File: src/rtl/alu_arbiter_if.sv
// Bundle between two requesters, the shared ALU and the arbiter.
// The master side drives requests and the ALU response; the slave side is the arbiter.
// Clock and reset stay outside the bundle as plain ports.
`timescale 1ns/1ps
interface alu_arbiter_if;
  logic        req0, req1;
  logic [2:0]  op0, op1;
  logic [15:0] a0, b0, a1, b1;
  logic        grant0, grant1;
  logic        done0, done1;
  logic [15:0] result0, result1;
  logic        ovf0, ovf1;
  logic        err0, err1;
  logic        busy;
  logic [15:0] alu_a, alu_b;
  logic [2:0]  alu_op;
  logic [15:0] alu_r;
  logic        alu_overflow;

  modport master (
    output req0, req1, op0, op1, a0, b0, a1, b1, alu_r, alu_overflow,
    input  grant0, grant1, done0, done1, result0, result1,
           ovf0, ovf1, err0, err1, busy, alu_a, alu_b, alu_op
  );

  modport slave (
    input  req0, req1, op0, op1, a0, b0, a1, b1, alu_r, alu_overflow,
    output grant0, grant1, done0, done1, result0, result1,
           ovf0, ovf1, err0, err1, busy, alu_a, alu_b, alu_op
  );
endinterface

File: src/rtl/alu_arbiter.sv
// Round-robin arbiter sharing one combinational ALU between two request ports.
// Latency: req sampled at edge N -> grant in cycle N+1 -> done in cycle N+2; one op per 3 cycles.
// Backpressure: requesters hold req until granted; req is ignored while an operation is in flight.
`timescale 1ns/1ps
module alu_arbiter (
  input  logic        clk,
  input  logic        reset_n,
  alu_arbiter_if.slave bus
);

  localparam logic [2:0] OP_ILLEGAL = 3'b011;

  typedef enum logic [1:0] {IDLE, EXEC, RESP} state_t;

  state_t      state;
  logic        last_q;   // port granted most recently
  logic        win_q;    // port owning the operation in flight
  logic        ill_q;    // latched opcode was illegal
  logic [2:0]  op_q;
  logic [15:0] a_q, b_q;

  logic        win;
  logic [2:0]  sel_op;
  logic [15:0] sel_a, sel_b;
  logic        sel_ill;

  // Round-robin pick: a lone request wins, a tie goes to the port not granted last.
  always_comb begin
    win = bus.req1;
    if (bus.req0 && bus.req1) win = ~last_q;
  end

  // Operands of the winning port; an illegal opcode is neutralised to OR 0,0.
  always_comb begin
    sel_op  = win ? bus.op1 : bus.op0;
    sel_a   = win ? bus.a1  : bus.a0;
    sel_b   = win ? bus.b1  : bus.b0;
    sel_ill = (sel_op == OP_ILLEGAL);
    if (sel_ill) begin
      sel_op = 3'b000;
      sel_a  = 16'h0000;
      sel_b  = 16'h0000;
    end
  end

  // The ALU only sees operands while executing; otherwise its inputs rest at zero.
  always_comb begin
    bus.alu_op = 3'b000;
    bus.alu_a  = 16'h0000;
    bus.alu_b  = 16'h0000;
    if (state == EXEC) begin
      bus.alu_op = op_q;
      bus.alu_a  = a_q;
      bus.alu_b  = b_q;
    end
  end

  // Controller FSM with registered grant/done/busy and per-port result capture.
  always_ff @(posedge clk) begin
    if (!reset_n) begin
      state       <= IDLE;
      last_q      <= 1'b1;
      win_q       <= 1'b0;
      ill_q       <= 1'b0;
      op_q        <= 3'b000;
      a_q         <= 16'h0000;
      b_q         <= 16'h0000;
      bus.grant0  <= 1'b0;
      bus.grant1  <= 1'b0;
      bus.done0   <= 1'b0;
      bus.done1   <= 1'b0;
      bus.busy    <= 1'b0;
      bus.result0 <= 16'h0000;
      bus.result1 <= 16'h0000;
      bus.ovf0    <= 1'b0;
      bus.ovf1    <= 1'b0;
      bus.err0    <= 1'b0;
      bus.err1    <= 1'b0;
    end else begin
      bus.grant0 <= 1'b0;
      bus.grant1 <= 1'b0;
      bus.done0  <= 1'b0;
      bus.done1  <= 1'b0;
      case (state)
        IDLE: begin
          if (bus.req0 || bus.req1) begin
            state    <= EXEC;
            bus.busy <= 1'b1;
            win_q    <= win;
            last_q   <= win;
            ill_q    <= sel_ill;
            op_q     <= sel_op;
            a_q      <= sel_a;
            b_q      <= sel_b;
            if (win) bus.grant1 <= 1'b1;
            else     bus.grant0 <= 1'b1;
          end
        end
        EXEC: begin
          state <= RESP;
          if (win_q) begin
            bus.result1 <= ill_q ? 16'h0000 : bus.alu_r;
            bus.ovf1    <= ill_q ? 1'b0 : bus.alu_overflow;
            bus.err1    <= ill_q;
            bus.done1   <= 1'b1;
          end else begin
            bus.result0 <= ill_q ? 16'h0000 : bus.alu_r;
            bus.ovf0    <= ill_q ? 1'b0 : bus.alu_overflow;
            bus.err0    <= ill_q;
            bus.done0   <= 1'b1;
          end
        end
        RESP: begin
          state    <= IDLE;
          bus.busy <= 1'b0;
        end
        default: begin
          state    <= IDLE;
          bus.busy <= 1'b0;
        end
      endcase
    end
  end

endmodule

File: src/flat_wrapper.sv
// flat-port wrapper written by rule: the top's interface ports become plain ports
module alu_arbiter_flat 
  (clk, reset_n, bus_req0, bus_req1, bus_op0, bus_op1, bus_a0, bus_b0, bus_a1, bus_b1, bus_alu_r, bus_alu_overflow, bus_grant0, bus_grant1, bus_done0, bus_done1, bus_result0, bus_result1, bus_ovf0, bus_ovf1, bus_err0, bus_err1, bus_busy, bus_alu_a, bus_alu_b, bus_alu_op);
  alu_arbiter_if bus_i ();
  input  logic clk;
  input  logic reset_n;
  input wire logic [$bits(bus_i.req0)-1:0] bus_req0;
  input wire logic [$bits(bus_i.req1)-1:0] bus_req1;
  input wire logic [$bits(bus_i.op0)-1:0] bus_op0;
  input wire logic [$bits(bus_i.op1)-1:0] bus_op1;
  input wire logic [$bits(bus_i.a0)-1:0] bus_a0;
  input wire logic [$bits(bus_i.b0)-1:0] bus_b0;
  input wire logic [$bits(bus_i.a1)-1:0] bus_a1;
  input wire logic [$bits(bus_i.b1)-1:0] bus_b1;
  input wire logic [$bits(bus_i.alu_r)-1:0] bus_alu_r;
  input wire logic [$bits(bus_i.alu_overflow)-1:0] bus_alu_overflow;
  output wire logic [$bits(bus_i.grant0)-1:0] bus_grant0;
  output wire logic [$bits(bus_i.grant1)-1:0] bus_grant1;
  output wire logic [$bits(bus_i.done0)-1:0] bus_done0;
  output wire logic [$bits(bus_i.done1)-1:0] bus_done1;
  output wire logic [$bits(bus_i.result0)-1:0] bus_result0;
  output wire logic [$bits(bus_i.result1)-1:0] bus_result1;
  output wire logic [$bits(bus_i.ovf0)-1:0] bus_ovf0;
  output wire logic [$bits(bus_i.ovf1)-1:0] bus_ovf1;
  output wire logic [$bits(bus_i.err0)-1:0] bus_err0;
  output wire logic [$bits(bus_i.err1)-1:0] bus_err1;
  output wire logic [$bits(bus_i.busy)-1:0] bus_busy;
  output wire logic [$bits(bus_i.alu_a)-1:0] bus_alu_a;
  output wire logic [$bits(bus_i.alu_b)-1:0] bus_alu_b;
  output wire logic [$bits(bus_i.alu_op)-1:0] bus_alu_op;
  assign bus_i.req0 = bus_req0;
  assign bus_i.req1 = bus_req1;
  assign bus_i.op0 = bus_op0;
  assign bus_i.op1 = bus_op1;
  assign bus_i.a0 = bus_a0;
  assign bus_i.b0 = bus_b0;
  assign bus_i.a1 = bus_a1;
  assign bus_i.b1 = bus_b1;
  assign bus_i.alu_r = bus_alu_r;
  assign bus_i.alu_overflow = bus_alu_overflow;
  assign bus_grant0 = bus_i.grant0;
  assign bus_grant1 = bus_i.grant1;
  assign bus_done0 = bus_i.done0;
  assign bus_done1 = bus_i.done1;
  assign bus_result0 = bus_i.result0;
  assign bus_result1 = bus_i.result1;
  assign bus_ovf0 = bus_i.ovf0;
  assign bus_ovf1 = bus_i.ovf1;
  assign bus_err0 = bus_i.err0;
  assign bus_err1 = bus_i.err1;
  assign bus_busy = bus_i.busy;
  assign bus_alu_a = bus_i.alu_a;
  assign bus_alu_b = bus_i.alu_b;
  assign bus_alu_op = bus_i.alu_op;
  alu_arbiter u_core (.clk(clk), .reset_n(reset_n), .bus(bus_i));
endmodule
File: config.mk
export PLATFORM = sky130hd
export DESIGN_NAME = alu_arbiter_flat
export DESIGN_NICKNAME = d
export VERILOG_FILES = /design/src/rtl/alu_arbiter_if.sv /design/src/rtl/alu_arbiter.sv /design/src/flat_wrapper.sv
export SDC_FILE = /design/constraint.sdc
export NUM_CORES = 1
export LEC_CHECK = 0
export ABC_AREA = 0
export CAP_MARGIN = 10
export CORE_MARGIN = 4
export CORE_UTILIZATION = 30
export CTS_CLUSTER_DIAMETER = 60
export DETAILED_ROUTE_END_ITERATION = 16
export GPL_ROUTABILITY_DRIVEN = 0
export PLACE_DENSITY_LB_ADDON = 0.08
export SKIP_LAST_GASP = 1
export SLEW_MARGIN = 20
export SYNTH_ARGS = -nofsm -noshare
export SYNTH_HDL_FRONTEND = slang
export SYNTH_SLANG_ARGS = --single-unit
File: constraint.sdc
create_clock -name clk -period 2.2 [get_ports clk]
set_clock_uncertainty 0.2 [all_clocks]
set_input_delay 0.44 -clock clk [delete_from_list [all_inputs] [get_ports clk]]
set_output_delay 0.44 -clock clk [all_outputs]
set_load 0.01 [all_outputs]
=== After elaboration in Yosys (flattened, before gate mapping) ===
Cells that the tools add are included.

* Output and inout port bits: 76
* Register bits after elaboration: 81
* Input port bits: 91

* Reductions and logical operators: 9
* Bitwise operators: 3
* Multiplexer cells: 20
* Eq/ne operators: 3

{| class="wikitable"
|+ Operator list
! cell !! count
|-
| 16-bit 2-to-1 mux || 7
|-
| 2-bit AND reduction || 5
|-
| 3-bit 2-to-1 mux || 3
|-
| 1-bit 2-to-1 mux || 7
|-
| 2-bit case mux with 2 select lines || 1
|-
| 3-bit by 2-bit == test with 1-bit output (second input constant) || 1
|-
| 1-bit inverter || 3
|-
| 3-bit AND reduction || 1
|-
| 2-bit by 1-bit == test with 1-bit output (second input constant) || 1
|-
| 2-bit logical NOT || 1
|-
| 2-bit 2-to-1 mux || 1
|-
| 2-bit by 1-bit inequality test with 1-bit output (second input constant) || 1
|-
| 1-bit case mux with 2 select lines || 1
|-
| 1-bit logical AND || 1
|-
| 1-bit logical OR || 1
|}

=== Longest topological paths before layout ===
* Depth in word-level cells: 5
* Gate-level depth with buffers: 6

=== Least setup slack after synthesis ===
Ideal clock, no wire load.

* Path kind: register to output
* Start point: register u_core.state[0]
* End point: output port bus_alu_a[10]
* Buffers on the path: 2
* Setup slack: 0.375 ns
* Stages on the path, launching flop included: 5
* Data arrival time: 1.185 ns
* Cell sequence: dfxtp_1 -> nor2b_1 -> clkbuf_1 -> clkbuf_1 -> and2_1

* Word-level cells in the longest chain between the ends: 2

{| class="wikitable"
|+ RTL lines
! what !! RTL line !! text
|-
| from (decl) || alu_arbiter.sv:15 || <nowiki>state_t state;</nowiki>
|-
| from (signal assigned) || alu_arbiter.sv:61 || <nowiki>state <= IDLE;</nowiki>
|-
| from (signal assigned) || alu_arbiter.sv:87 || <nowiki>state <= EXEC;</nowiki>
|-
| from (signal assigned) || alu_arbiter.sv:100 || <nowiki>state <= RESP;</nowiki>
|-
| 2-bit by 1-bit == test with 1-bit output || alu_arbiter.sv:51 || <nowiki>if (state == EXEC) begin</nowiki>
|-
| 16-bit 2-to-1 mux || alu_arbiter.sv:51 ||
|-
| to (decl) || flat_wrapper.sv:28 || <nowiki>output wire logic [$bits(bus_i.alu_a)-1:0] bus_alu_a;</nowiki>
|}

Every way passes these cells.

=== Worst setup path in the final report ===
* Start point: register u_core.state[0]
* End point: output port bus_alu_b[11]

* Word-level cells in the longest chain between the ends: 2

{| class="wikitable"
|+ RTL lines
! what !! RTL line !! text
|-
| 2-bit by 1-bit == test with 1-bit output || alu_arbiter.sv:51 ||
|-
| 16-bit 2-to-1 mux || alu_arbiter.sv:51 ||
|-
| to (decl) || flat_wrapper.sv:29 || <nowiki>output wire logic [$bits(bus_i.alu_b)-1:0] bus_alu_b;</nowiki>
|}

Every way passes these cells.

==> results.ini <==
[outcome]
status = finished clean

[placed_design]
postPlaceCellArea_um2 = 5390
io_buffer_count = 166
post-dp-hpwl_mm = 7.38

[clock_tree]
cts_hold_buf = 0
cts_tree = built
numCtsBuffers = 9
clk_pin_slew_ps = 60
h-tree-depth = 3
max-clock-path-buffers = 2
clock_latency_ps = 330
clock-sinks = 81
clockRootBuffer = clkbuf_16

[power_and_ir_drop]
combinationalPowerShare_pct = 18.8
p_int_mw = 2.80
vdd_drop_max_v = 0.000335
netSwitchingPower_uw = 964
swShare_pct = 25.6
clkPwrFrac_pct = 38.0
powerDensity_nw_per_um2 = 655
power_leakage_nw = 2.57
sequentialPowerShare_pct = 43.2

[route]
routedWlPerCell_um = 14.9
ant_nets = 0
vias = 3218
drt_iter0_drc = 188
avgViaCountPerCell = 4.62
drcViolationCount = 0
wirelength_mm = 10.4
drtPass1Iterations = 4

[critical_path]
cp_max_fo = 14
endpoint_kind = output pin
r2r_slack_ps = 330
r2r_end = u_core.bus.result0[11]$_SDFFE_PN0P_
path_class = flip-flop to output pin
cp_data_required_time_ps = 1560
critPathLaunchType = flip-flop
rr_worst_depth = 6
cp.arrival_ps = 1560
r2r-start = u_core.state[0]$_SDFFE_PN0P_

[global_routing]
grt_pass1_wl_mm = 16.1
grt_pass1_vias = 3264
grt.total_usage_pct = 15.0
grt_max_degree = 38
antenna_found_initial = 0
overflow = 0

[floorplanning]
start_util_pct = 30.9
die_area_um2 = 13700
core_um2 = 11500
dieWidth_um = 117
die_h_um = 117
fp-row-count = 39
io_pins = 167

[timing]
relSlewSlack_pct = 49.9
final.min_clock_period_ps = 2200
max_freq_mhz = 455
setup_viol = 0
drv_slew = 0
period_share_pct = 100
whs_ps = 260
rsz0062_at_grt = yes
finalHoldViolCount = 0
tightest_slew_ps = 751

[logic_synthesis]
ys_warn_count = 0
syn_area_per_cell_um2 = 9.28
ys_ff_latch = 81
synth_cells = 383
ys_seq_area_share_pct = 45.6
synth_cell_type_count = 29
syn_area_um2 = 3550
synth_nets = 474

[final_layout]
insertedDiodeCount = 0
layout_commonest_cell = clkdlybuf4s50_1
nFillCells = 1120
final_util_pct = 49.9
area_delta_synth_final_pct = 61.5
drive_gt1_share_pct = 10.3
final_cell_mix = 131 x clkdlybuf4s50_1, 80 x dfxtp_1, 77 x nand2_1, 60 x a22o_1, 40 x and2_1
post-route-cell-area_um2 = 5740
nets = 640

[min_path]
holdPathStages = 2
hold_start = u_core.bus.result0[12]$_SDFFE_PN0P_
hold_class = flip-flop to flip-flop
whs_endpoint = u_core.bus.result0[12]$_SDFFE_PN0P_

[flow_run]
cap_violations = 0

power by group through the flow:
stage	Clock (mW)	Sequential, mW	Combinational [mW]
after floorplan	0	1.66	0.326
after global placement	0	1.65	0.699
after detailed placement	0	1.66	0.704
after CTS	1.48	1.63	0.700
after global routing	1.55	1.64	0.769
final	1.43	1.63	0.706
worst max path at each step:
stage / start / end / slack [ps]
finish: u_core.state[0]$_SDFFE_PN0P_ / bus_alu_b[11] / 1
global route: u_core.state[0]$_SDFFE_PN0P_ / bus_alu_b[11] / -70
CTS: u_core.state[0]$_SDFFE_PN0P_ / bus_alu_a[5] / -220
detailed placement: bus_req1 / u_core.b_q[14]$_SDFFE_PN0P_ / -50
global placement: reset_n / u_core.b_q[14]$_SDFFE_PN0P_ / -20
floorplan: u_core.state[0]$_SDFFE_PN0P_ / bus_alu_a[10] / 380
synthesized netlist by cell type:
master,count,share of area [%]
a21oi_1,2,0.28
and3_1,2,0.35
buf_4,5,1.1
nand3b_1,1,0.21
nor2b_1,21,3.7
nor2_1,2,0.21
nor3b_1,2,0.42
a22o_2,4,1.1
clkbuf_2,1,0.14
buf_6,4,1.3
clkbuf_1,13,1.4
a31oi_4,1,0.60
inv_1,1,0.11
dfxtp_1,81,46
buf_8,3,1.3
nand2b_1,5,0.88
and2_1,40,7.0
a31oi_1,3,0.53
a21boi_0,36,7.6
a21boi_4,1,0.53
buf_2,7,0.99
nor3_1,1,0.14
nand3_1,3,0.42
o21ai_0,4,0.56
a22o_1,60,15
buf_1,1,0.11
a21o_1,1,0.21
nor3b_2,1,0.35
nand2_1,77,8.1
timing repair:
item                                    in CTS  in global routing
endpoints found under the hold margin        0                  0
buffers inserted                             0                  4
gates resized for setup                     18                 36
gates cloned                                 0                  1
endpoints found under the setup margin      35                 27
pin swaps                                    0                  0
layout make-up:
| class | instances | area, µm² | share of cell area (%) |
|---|---|---|---|
| inverters | 1 | 3.75 | 0.0654 |
| repair buffers | 189 | 1930 | 33.6 |
| clock inverters | 6 | 50.0 | 0.872 |
| well taps | 143 | 179 | 3.12 |
| flip-flops and latches | 81 | 1620 | 28.3 |
| clock buffers | 10 | 239 | 4.16 |
| multi-input cells | 267 | 1720 | 29.9 |
critical path: stages (launching register included):
cell	delay (ps)
dfxtp_2	340
nor2b_4	200
buf_4	150
clkbuf_16	150
and2_1	110
dlygate4sd2_1	280
layer usage:
metal	GRT usage (%)	routed length (µm)	part of all wire, %	up-vias
li1	-	-	-	1650
met1	17.9	4360	42	1448
met2	25.4	5090	49	112
met3	5.60	874	8.4	8
met4	4.36	95	0.91	0
met5	0	0	0	-
through the flow:
step | setup slack [ps] | total power [mW] | TNS [ps] | cells
CTS | -222 | 3.81 | -3950 | 692
global placement | -18.0 | 2.35 | -18.0 | 676
finish | 1.00 | 3.76 | 0 | 697
detailed placement | -49.3 | 2.36 | -62.9 | 676
floorplan | 375 | 1.99 | 0 | 383
global route | -65.2 | 3.96 | -201 | 697
cell families (layout without fill, tap and decap cells):
logic type	after synthesis	count (layout)	synth area share (%)
and+or+nand+nor	155	155	21.9
DFF	81	81	45.6
AOI/OAI and AO/OA	112	112	26.2
buffers and inverters	35	206	6.30
flip-flops by register name (all words and copies together) (netlist names):
register,count
u_core.ill_q,1
u_core.last_q,1
u_core.b_q,16
u_core.bus.result0,16
u_core.op_q,3
u_core.bus.ovf0,1
u_core.state,2
u_core.bus.done0,1
u_core.bus.result1,16
u_core.bus.done1,1
u_core.bus.busy,1
u_core.bus.grant1,1
u_core.bus.grant0,1
u_core.bus.err1,1
u_core.a_q,16
u_core.bus.err0,1
u_core.win_q,1
u_core.bus.ovf1,1
(Power assumes the default switching activity.)
==> edit 1: new RTL, same settings <==
Encoding of `state_t`: now one-hot (3 bits for 3 states).
--- a/src/rtl/alu_arbiter.sv
+++ b/src/rtl/alu_arbiter.sv
@@ -11,5 +11,5 @@
   localparam logic [2:0] OP_ILLEGAL = 3'b011;
 
-  typedef enum logic [1:0] {IDLE, EXEC, RESP} state_t;
+  typedef enum logic [2:0] {IDLE = 3'b001, EXEC = 3'b010, RESP = 3'b100} state_t;
 
   state_t      state;
Check against the original RTL: same outputs for any inputs over 10 cycles, from zero or initial values and one cycle with reset_n low; not proved beyond that.
==> edit 1 against the original RTL <==
  * Power grew 8.4%
  * Design area is 6.9% higher
  * Register-to-register slack got worse by 50 ps
  * Setup slack gained 60 ps
  * Wire length grew 4.9%
  * Synthesized area rose by 7.5%
  * First-iteration DRC count shrank 14%
  * Sequential cell count increased by 1
==> edit 1: results <==
status:
  outcome: "completed"
yosys:
  synth_ff_type: "dfxtp_1"
  syn_avg_cell_area_sq_um: 9.12
  ys_types: 37
  synth-seq-area-share_pct: 43.0
  yosysWarningCount: 0
  syn-num-nets: 510
  async_reset_ff_share_pct: 0
  ys_top_cells_by_area: "dfxtp_1 (43%), mux2i_1 (8.9%), o32ai_2 (8.1%), nand2_1 (7.2%), and2_1 (5.9%)"
  synthTopCellsByCount: "dfxtp_1 (82), nand2_1 (73), a21oi_1 (40), and2_1 (36), inv_1 (35)"
power:
  switchingPower_w: 0.00101
  power_leakage_nw: 2.20
  ir_drop_uv: 386
hold_path:
  hold_depth: 2
  min_path_type: "register to register"
  hold_end: "u_core.a_q[10]$_SDFFE_PN0P_"
  worstHoldStart: "u_core.a_q[10]$_SDFFE_PN0P_"
routing:
  dr.pass1.iters: 4
  drt_iter0_markers: 162
  num_vias: 3451
  postRouteAntennaNets: 0
  drt-total-wl_um: 10900
critical_path:
  cp.arrival_ps: 1500
  critPathMaxFanout: 19
  r2r_cells: 4
  r2r_start: "u_core.state[2]$_SDFFE_PN0P_"
  worst_r2r_endpoint: "u_core.bus.result0[3]$_SDFFE_PN0P_"
  rrSetupSlack_ps: 280
clocking:
  clk_pin_slew_worst_paths_ps: 60
  cts.root.buffer_cell: "clkbuf_16"
  htreeDepth: 3
  clk_path_buf_depth: 2
  cts_buffers: 9
  clk_latency_ps: 330
place:
  dp_hpwl_um: 7870
  dpl.cell_count: 740
  portBuffers: 166
finish:
  nets: 675
  layout.cells.non_filler: 757
  drive_gt1_share_pct: 17.3
  n_antenna_cell: 0
  fill_cells: 1194
global_route:
  grt_max_degree: 39
  antenna_found_initial: 0
  grt_pass1_wl_um: 17500
  track_usage_pct: 14.9
sta:
  max-slew-margin-rel_pct: 54.7
edit 1: layout make-up:
type / instances / area share, %
inverters: 35 / 2.14
well taps: 168 / 3.43
repair buffers: 187 / 31.3
flip-flops and latches: 82 / 26.8
multi-input cells: 269 / 31.1
clock buffers: 11 / 3.96
clock inverters: 5 / 1.26
edit 1: per-layer routing:
metal	routed length, um	vias to the layer above	global-route usage (%)
met4	228	0	6.30
met1	4720	1560	17.6
met5	0	-	0
met2	5160	121	24.9
met3	823	17	4.58
li1	-	1753	-
edit 1: worst max path at each step:
stage | start | to | slack [ps] | cells after the start
2_1_floorplan | u_core.state[1]$_SDFFE_PN0P_ | bus_alu_a[10] | 300 | 4
3_3_place_gp | bus_req0 | u_core.a_q[11]$_SDFFE_PN0P_ | 20 | 5
3_5_place_dp | bus_req0 | u_core.b_q[13]$_SDFFE_PN0P_ | -50 | 5
4_1_cts | u_core.state[0]$_SDFFE_PN1P_ | bus_alu_b[4] | -20 | 5
5_1_grt | u_core.state[2]$_SDFFE_PN0P_ | bus_alu_a[10] | -30 | 4
6_report | u_core.state[2]$_SDFFE_PN0P_ | bus_alu_b[7] | 60 | 4
edit 1: power by group through the flow:
stage	logic [W]	clock network (W)	registers [W]
detailed placement	0.000827	0	0.00169
finish	0.000819	0.00160	0.00166
global placement	0.000816	0	0.00168
CTS	0.000843	0.00165	0.00166
floorplan	0.000451	0	0.00169
global route	0.000892	0.00171	0.00167
edit 1: per-stage QoR:
step           TNS (ps)  total power [W]  setup WS, ps  hold slack, ps  area, sq um
2_1_floorplan         0          0.00214           302             228         3820
3_3_place_gp          0          0.00250          22.9             238         5770
3_5_place_dp       -295          0.00251         -45.9             243         5770
4_1_cts           -27.6          0.00415         -20.2             254         6180
5_1_grt            -253          0.00427         -28.1             272         6140
6_report              0          0.00408          61.1             252         6140
edit 1: worst max-delay path, cell delays in order (launching register included):
cell and delay (ps):
dfxtp_2 330, nor3b_4 220, buf_6 220, and2_1 150, clkdlybuf4s15_1 230
edit 1: timing repair:
item                       CTS  global route
setup endpoints to repair   35            35
gates cloned                 1             0
gates resized for setup    104             6
buffers inserted             2             0
pin swaps                    1             1
edit 1: cell families (layout without fill, tap and decap cells):
family                 count (synthesis)  count (layout)  synth area share, %
multiplexers                          34              34                 8.91
AND/OR/NAND/NOR                      152             152                 21.1
flip-flops                            82              82                 43.0
AO/OA/AOI/OAI                         83              83                 19.0
buffers and inverters                 68             238                 8.03
==> edit 2: new RTL, config.mk and constraints unchanged <==
Made on the original files. Make the reset (`reset_n`) asynchronous in one clocked block.
--- a/src/rtl/alu_arbiter.sv
+++ b/src/rtl/alu_arbiter.sv
@@ -57,5 +57,5 @@
 
   // Controller FSM with registered grant/done/busy and per-port result capture.
-  always_ff @(posedge clk) begin
+  always_ff @(posedge clk or negedge reset_n) begin
     if (!reset_n) begin
       state       <= IDLE;
Check against the original RTL: differs if reset_n is asserted again (counterexample within 4 cycles, from zero or initial values and one cycle with reset_n low); with reset_n held inactive, the same outputs for 10 cycles.
==> edit 2 against the original RTL <==
  * The run now ends with setup timing left
  * Synthesized cell count rose by 7.3%
  * Setup slack got worse by 51 ps
  * Wire length rose by 27%
  * Synthesized area rose by 16%
  * Design area rose by 13%
  * Hold slack improved by 19 ps
  * Global-route usage rose by 1.5 points
  * Largest cell class is now sequential cells
  * Sequential cell count did not move
Power is not compared: it rests on default switching activity, and its combinational part moved more than twofold at a synthesized area within 25%.
==> edit 2: results <==
finish:
  fill_cells: 1263
  nets: 675
  drive_gt1_share_pct: 16.3
routing:
  drt-total-wl_um: 13200
  drt_iter0_markers: 291
  wl_met3_um: 801
  drt-met1-wl_um: 5810
yosys:
  ys_types: 33
  syn-num-nets: 502
  synth-seq-area-share_pct: 49.2
  async_reset_ff_share_pct: 100
  ys_top_cells_by_area: "dfrtp_1 (49%), a221oi_2 (11%), nand2_1 (6.2%), a211oi_1 (5.8%), and2_1 (5.3%)"
  synthTopCellsByCount: "dfrtp_1 (80), nand2_1 (68), a21oi_1 (36), and2_1 (35), a211oi_1 (32)"
place:
  dpl_cell_area_sq_um: 6090
  dp_hpwl_um: 9230
clocking:
  clk_latency_ps: 320
critical_path:
  critPathMaxFanout: 11
  cp.arrival_ps: 1610
  cpMaxStageDelayCell: "dfrtp_1"
  rrSetupSlack_ps: 240
global_route:
  use_met1_pct: 20.8
  grt_pass1_vias: 4178
  grt_pass1_wl_um: 21300
  grt_use_met3_pct: 4.09
  track_usage_pct: 16.5
  use_met2_pct: 27.2
status:
  outcome: "finished with violations"
  violations: "setup timing"
sta:
  setup_slack_ps: -50.1
  holdWs_ps: 279
  tightest_slew_ps: 721
  setup_viol_count_final: 10
## edit 2: stage by stage
step	instances	setup slack [ps]	setup TNS (ps)
2_1_floorplan	411	466	0
3_3_place_gp	744	12.0	0
3_5_place_dp	744	-71.3	-787
4_1_cts	761	-179	-752
5_1_grt	764	-114	-1300
6_report	764	-50.1	-381
## edit 2: kinds of logic after synthesis
kind of cell / after synthesis / synth area share, %
compound gates: 142 / 27.0
mux: 4 / 1.46
buf+inv: 44 / 5.46
flops: 81 / 49.2
simple gates: 140 / 16.9
## edit 2: repair_timing
item | in CTS | in global routing
setup buffers | 1 | 2
hold buffers | 1 | 0
gates resized for setup | 34 | 11
gates cloned | 0 | 1
endpoints found under the hold margin | 30 | 0
setup endpoints to repair | 35 | 10
## edit 2: area by class of cell
class	count	area (sq um)	area share, %
Sequential cell	81	2030	31.2
Tap cell	176	220	3.39
Clock buffer	10	239	3.68
Clock inverter	5	128	1.97
Timing Repair Buffer	202	1970	30.3
Inverter	4	15.0	0.231
Multi-Input combinational cell	286	1890	29.2
## edit 2: final timing paths
path | startpoint | endpoint | cells past startpoint
setup / recovery | u_core.state[1]$_DFFE_PN0P_ | bus_alu_b[10] | 5
hold / removal | u_core.bus.result1[15]$_DFFE_PN0P_ | u_core.bus.result1[15]$_DFFE_PN0P_ | 2
setup reg to reg | u_core.state[1]$_DFFE_PN0P_ | u_core.b_q[5]$_DFFE_PN0P_ | 4
hold reg to reg | u_core.bus.result1[15]$_DFFE_PN0P_ | u_core.bus.result1[15]$_DFFE_PN0P_ | 2
max in group asynchronous | reset_n | u_core.bus.result1[5]$_DFFE_PN0P_ | 3
min in group asynchronous | reset_n | u_core.bus.err1$_DFFE_PN0P_ | 2
